--- src/rtl/key_scan_debounce.sv ---
// key_scan_debounce: eight push-button debouncers sharing one sample-tick
// prescaler, with press / long-press pulses and a press-event queue that is
// presented one key index at a time.
//
// Event handshake (code_valid / code_ack):
//   code_valid=1 means key_code holds an event that has not been consumed.
//   The event is consumed on any mclk edge where code_valid=1 and code_ack=1.
//   While code_valid=1 and code_ack=0, key_code and code_valid hold steady.
//   code_ack while code_valid=0 has no effect.
module key_scan_debounce #(
  parameter int TICK_DIV = 50000,
  parameter int DEB_N    = 4,
  parameter int LONG_N   = 64
) (
  input  logic       mclk,
  input  logic       rst,
  input  logic [7:0] key,
  output logic [7:0] key_lvl,
  output logic [7:0] key_press,
  output logic [7:0] key_long,
  output logic       code_valid,
  output logic [2:0] key_code,
  input  logic       code_ack,
  output logic       ovf
);

  localparam int PW = (TICK_DIV > 1) ? $clog2(TICK_DIV) : 1;

  typedef enum logic [1:0] {
    S_IDLE = 2'd0,
    S_PCHK = 2'd1,
    S_DOWN = 2'd2,
    S_RCHK = 2'd3
  } state_t;

  // Per-key FSM state grouped so it can be probed as gen_key[i].fsm.
  typedef struct packed {
    state_t     st;
    logic [3:0] cnt;
    logic [7:0] hold;
  } key_fsm_t;

  logic [7:0]    sync1;
  logic [7:0]    sync2;
  logic [PW-1:0] pcnt;
  logic          tick;

  // Two-flop synchronizer on the raw key levels.
  always_ff @(posedge mclk or posedge rst) begin
    if (rst) begin
      sync1 <= '0;
      sync2 <= '0;
    end else begin
      sync1 <= key;
      sync2 <= sync1;
    end
  end

  // Sample-tick prescaler: counts 0..TICK_DIV-1 and wraps.
  always_ff @(posedge mclk or posedge rst) begin
    if (rst) begin
      pcnt <= '0;
    end else if (tick) begin
      pcnt <= '0;
    end else begin
      pcnt <= pcnt + 1'b1;
    end
  end

  assign tick = (pcnt == PW'(TICK_DIV - 1));

  for (genvar g = 0; g < 8; g++) begin : gen_key
    key_fsm_t fsm;
    logic     lvl_r;
    logic     press_r;
    logic     long_r;
    logic     smp;

    assign smp = sync2[g];

    // Debounce FSM: advances only on tick cycles; pulse outputs default low.
    always_ff @(posedge mclk or posedge rst) begin
      if (rst) begin
        fsm.st   <= S_IDLE;
        fsm.cnt  <= '0;
        fsm.hold <= '0;
        lvl_r    <= 1'b0;
        press_r  <= 1'b0;
        long_r   <= 1'b0;
      end else begin
        press_r <= 1'b0;
        long_r  <= 1'b0;
        if (tick) begin
          case (fsm.st)
            S_IDLE: begin
              if (smp) begin
                fsm.st  <= S_PCHK;
                fsm.cnt <= 4'd1;
              end
            end
            S_PCHK: begin
              if (smp) begin
                if (fsm.cnt == 4'(DEB_N - 1)) begin
                  fsm.st   <= S_DOWN;
                  fsm.cnt  <= '0;
                  fsm.hold <= '0;
                  lvl_r    <= 1'b1;
                  press_r  <= 1'b1;
                end else begin
                  fsm.cnt <= fsm.cnt + 4'd1;
                end
              end else begin
                fsm.st  <= S_IDLE;
                fsm.cnt <= '0;
              end
            end
            S_DOWN: begin
              if (smp) begin
                // Hold counter saturates; long pulse fires on reaching LONG_N.
                if (fsm.hold != 8'(LONG_N)) begin
                  fsm.hold <= fsm.hold + 8'd1;
                  if (fsm.hold == 8'(LONG_N - 1)) begin
                    long_r <= 1'b1;
                  end
                end
              end else begin
                fsm.st  <= S_RCHK;
                fsm.cnt <= 4'd1;
              end
            end
            S_RCHK: begin
              if (!smp) begin
                if (fsm.cnt == 4'(DEB_N - 1)) begin
                  fsm.st  <= S_IDLE;
                  fsm.cnt <= '0;
                  lvl_r   <= 1'b0;
                end else begin
                  fsm.cnt <= fsm.cnt + 4'd1;
                end
              end else begin
                // Bounce during release: back to DOWN, hold count kept.
                fsm.st  <= S_DOWN;
                fsm.cnt <= '0;
              end
            end
            default: begin
              fsm.st  <= S_IDLE;
              fsm.cnt <= '0;
            end
          endcase
        end
      end
    end

    assign key_lvl[g]   = lvl_r;
    assign key_press[g] = press_r;
    assign key_long[g]  = long_r;
  end

  logic [7:0] pending;
  logic [7:0] load_mask;
  logic [2:0] sel;
  logic       load;

  // Lowest-index pending bit and whether it is moved into key_code this edge.
  always_comb begin
    sel = 3'd0;
    for (int i = 7; i >= 0; i--) begin
      if (pending[i]) begin
        sel = 3'(i);
      end
    end
    load      = (|pending) && (!code_valid || code_ack);
    load_mask = '0;
    if (load) begin
      load_mask[sel] = 1'b1;
    end
  end

  // Pending set / event presentation / sticky overflow.
  always_ff @(posedge mclk or posedge rst) begin
    if (rst) begin
      pending    <= '0;
      code_valid <= 1'b0;
      key_code   <= '0;
      ovf        <= 1'b0;
    end else begin
      pending <= (pending & ~load_mask) | key_press;
      // A press on a bit being loaded this edge is a fresh event, not a loss.
      if (|(key_press & pending & ~load_mask)) begin
        ovf <= 1'b1;
      end
      if (load) begin
        code_valid <= 1'b1;
        key_code   <= sel;
      end else if (code_ack) begin
        code_valid <= 1'b0;
      end
    end
  end

endmodule

--- config.mk ---
export PLATFORM = sky130hd
export DESIGN_NAME = key_scan_debounce
export DESIGN_NICKNAME = d
export VERILOG_FILES = /design/src/rtl/key_scan_debounce.sv
export SDC_FILE = /design/constraint.sdc
export NUM_CORES = 1
export LEC_CHECK = 0
export CORE_MARGIN = 2
export CORE_UTILIZATION = 39
export DETAILED_ROUTE_END_ITERATION = 7
export SLEW_MARGIN = 10
export SYNTH_ARGS = -nofsm -noshare
export SYNTH_HDL_FRONTEND = slang
export SYNTH_SLANG_ARGS = --single-unit
export TNS_END_PERCENT = 1
--- constraint.sdc ---
create_clock -name mclk -period 7.7 [get_ports mclk]
set_input_delay 1.54 -clock mclk [delete_from_list [all_inputs] [get_ports mclk]]
set_output_delay 1.54 -clock mclk [all_outputs]
set_load 0.01 [all_outputs]
==> run_results.csv <==
group,metric,value,unit
flow_run,cap_viol_max_count,0,
logic_synthesis,synth_adder_area_share,0.03411,
grt,grt_pass1_vias,6282,
critical_path,r2r_end,"gen_key[4].fsm[7]$_DFFE_PP0P_",
drt,met2_length,8148,um
power_and_ir_drop,vdd.ir_drop.worst,0.0001515,V
logic_synthesis,avgSynthCellArea,9.664,um^2
logic_synthesis,muxShareOfSynthArea,0.01651,
logic_synthesis,yosys_most_used_dff,"dfrtp_1",
sta,worstMarginPinSlew,993.9,ps
grt,grt_pass1_wl,30460,um
drt,dr.pass1.iters,5,
drt,met3_length,477,um
logic_synthesis,synth_top_family_by_area,"simple AND/OR/NAND/NOR gates",
die,die_w,157.4,um
grt,grt.total_usage,0.1514,
layout,final_core_util,0.4445,
critical_path,worstSetupPathDepth,6,
outcome,outcome,"completed",
drt,drt_iter0_drc,432,
critical_path,crit_required,8060,ps
sta,finClkSkew,12.45,ps
sta,final_max_slew_viol_count,0,
power_and_ir_drop,seq_power_share,0.485,
clock_network,cts_buffers,17,
min_path,hold_path.class,"register to register",
placed_design,dp.final_hpwl,11840,um
sta,hold_violations,0,
sta,max_slew_margin,0.3304,
clock_network,post_cts_buffers,0,
grt,grt_max_degree,106,
critical_path,crit_fanout,50,
sta,holdWs,349.8,ps
logic_synthesis,syn_area,9171,um^2
critical_path,reg2reg_depth,6,
layout,diodes,0,
die,core-area,23260,um^2
drt,vias_per_cell,5.351,
sta,finalSetupTns,0,ps
clock_network,clock_latency,430,ps
logic_synthesis,yosysMostFrequentCell,"dfrtp_1",
power_and_ir_drop,swShare,0.2057,
placed_design,dp_cells,1252,
layout,nNetsFinal,988,
sta,fmax,312.9,MHz
critical_path,startpoint_type,"register",
logic_synthesis,synth_compound_area_frac,0.1588,
power_and_ir_drop,p_int,1.573,mW
logic_synthesis,synth_area_leaders,"dfrtp_1, a21oi_1, o21ai_0, nand3_1, nand2_1",
critical_path,cp_top_family,"simple AND/OR/NAND/NOR gates",
die,rows,56,
critical_path,cp-endpoint,"gen_key[4].fsm[7]$_DFFE_PP0P_",
logic_synthesis,synthSimpleGateAreaFrac,0.2181,
clock_network,cts_resized,0,
critical_path,startpoint,"pcnt[12]$_DFF_PP0_",
die,num_io_pins,40,
drt,wirelength,17880,um
critical_path,crit_type,"register to register",
logic_synthesis,synth_edf_count,0,
die,die-area,24760,um^2
sta,rsz0062_at_grt,"no",
grt,grt_antenna_before_repair,0,
drt,wl_met1,9056,um
power_and_ir_drop,p_clk_frac,0.501,
placed_design,gp_congestion,0.7858,
drt,drtAntennaViolNets,0,
placed_design,io_buffers,39,
power_and_ir_drop,switching_power,0.4071,mW
drt,top_layer_used,"met4",
layout,drive_gt1_frac,0.06218,
drt,drc,0,
clock_network,h-tree-depth,4,
critical_path,cpPeakStageDelay,620,ps
sta,post-route-period-util,0.4150,
logic_synthesis,netlist-cell-type-count,64,
die,start_util,0.3943,
critical_path,cp_slowest_cell,"nor4_4",
sta,fin_ws,4504,ps
logic_synthesis,ys_top_cells_by_count,"dfrtp_1, nand2_1, a21oi_1",
clock_network,clk_pin_slew_worst_paths,70,ps
layout,finalNonFillerCells,1284,
logic_synthesis,synthCells,949,
logic_synthesis,synth_top_area_cell,"dfrtp_1",
clock_network,ctsHoldBuffers,0,
min_path,holdPathStages,0,
clock_network,cts_sinks,181,
clock_network,clk_path_buf_depth,2,
clock_network,cts_root_buf,"clkbuf_16",
clock_network,cts_tree,"built",
logic_synthesis,yosys.area.top_type_share,0.4939,
sta,setup_viol,0,
logic_synthesis,yosysWarningCount,0,
grt,grt-ovfl-total,0,
logic_synthesis,ys_seq_elements,181,
critical_path,crit_buf_inv,1,
critical_path,worstPathArrival,3550,ps
logic_synthesis,async_flop_share,1.000,
critical_path,crit_chain,"or4_4 -> nor4_4 -> buf_4 -> o211ai_4 -> or4_1 -> a21oi_1",
drt,wire_per_inst,13.92,um
layout,syn_to_final_growth,12.74,%
sta,post-route-min-period,3196,ps
power_and_ir_drop,comb_power_share,0.014,
placed_design,dp_slack,4012,ps
logic_synthesis,syn_nets,985,
critical_path,reg2reg_slack,4500,ps
drt,num_vias,6871,
power_and_ir_drop,total_leakage_power,4.425,nW
die,die_h,157.4,um
power_and_ir_drop,cellPowerDensity,191.5,nW/um^2
critical_path,r2r-start,"pcnt[12]$_DFF_PP0_",
logic_synthesis,synth_seq_area_share,0.4939,
critical_path,worstSetupEndpointType,"register",
logic_synthesis,synth-xor-area-share,0.02578,
cell type report:
class,count,area [um^2]
Clock buffer,17,425.4
Clock inverter,15,250.2
Fill cell,2219,12920
Inverter,40,157.7
Multi-Input combinational cell,669,4158
Sequential cell,181,4529
Tap cell,319,399.1
Timing Repair Buffer,43,420.4
placed cells by master, fill, tap and decap left out, types with 5 or more instances in the layout:
cell type,count
nor4_1,8
ha_1,25
clkbuf_16,17
nor2b_1,5
mux2_2,9
nand2_1,85
and3_1,24
a21o_1,10
mux2i_1,5
inv_1,39
nand3_1,67
or3_1,22
nand2b_1,20
xor2_1,21
nor2_1,46
or4_1,15
a31oi_1,6
nand4_1,10
o31ai_1,24
bufinv_16,6
xnor2_1,6
a32o_1,7
o211ai_1,14
clkdlybuf4s50_1,39
dfrtp_1,181
nor4bb_1,5
nor3_1,27
nand4bb_1,6
o21ai_0,69
a21oi_1,75
routing by layer:
| layer | GRT usage | vias up |
|---|---|---|
| met5 | 0 | - |
| met3 | 0.03359 | 18 |
| met1 | 0.2120 | 3334 |
| met2 | 0.2366 | 79 |
| met4 | 0.04156 | 0 |
| li1 | - | 3440 |
registers in the layout (all words and copies together) (netlist names), named ones only:
signal,cells
pending,8
sync2,8
ovf,1
sync1,8
gen_key.press_r,8
gen_key.lvl_r,8
key_code,3
pcnt,16
gen_key.long_r,8
gen_key.fsm,104
code_valid,1
power groups by stage:
stage	sequential (mW)	clock (mW)	combinational, mW
after floorplan	0.974	0	0.0220
after global placement	0.979	0	0.0302
after detailed placement	0.979	0	0.0304
after CTS	0.960	1.02	0.0305
after global routing	0.961	1.06	0.0336
final	0.961	0.991	0.0282
how the worst min path moves through the flow:
stage                       startpoint            endpoint  slack [ps]
finish              sync1[1]$_DFF_PP0_  sync2[1]$_DFF_PP0_         350
global route        sync1[4]$_DFF_PP0_  sync2[4]$_DFF_PP0_         360
CTS                 sync1[1]$_DFF_PP0_  sync2[1]$_DFF_PP0_         350
detailed placement  sync1[1]$_DFF_PP0_  sync2[1]$_DFF_PP0_         330
global placement    sync1[4]$_DFF_PP0_  sync2[4]$_DFF_PP0_         330
floorplan           sync1[0]$_DFF_PP0_  sync2[0]$_DFF_PP0_         330
kinds of logic (layout without fill, tap and decap cells):
| group | after synthesis | in the layout |
|---|---|---|
| XOR/XNOR | 27 | 27 |
| adder cells (fa/ha/maj) | 25 | 25 |
| multiplexers | 14 | 14 |
| AO/OA/AOI/OAI | 234 | 234 |
| AND/OR/NAND/NOR | 369 | 369 |
| buffers and inverters | 99 | 115 |
| flip-flops | 181 | 181 |
through the flow:
step | power, mW | cell area (um^2)
finish | 1.980 | 10340
global route | 2.055 | 10340
CTS | 2.009 | 10340
detailed placement | 1.009 | 9664
global placement | 1.009 | 9664
floorplan | 0.9960 | 9171
Note: power is estimated with default switching activity, not from simulation.
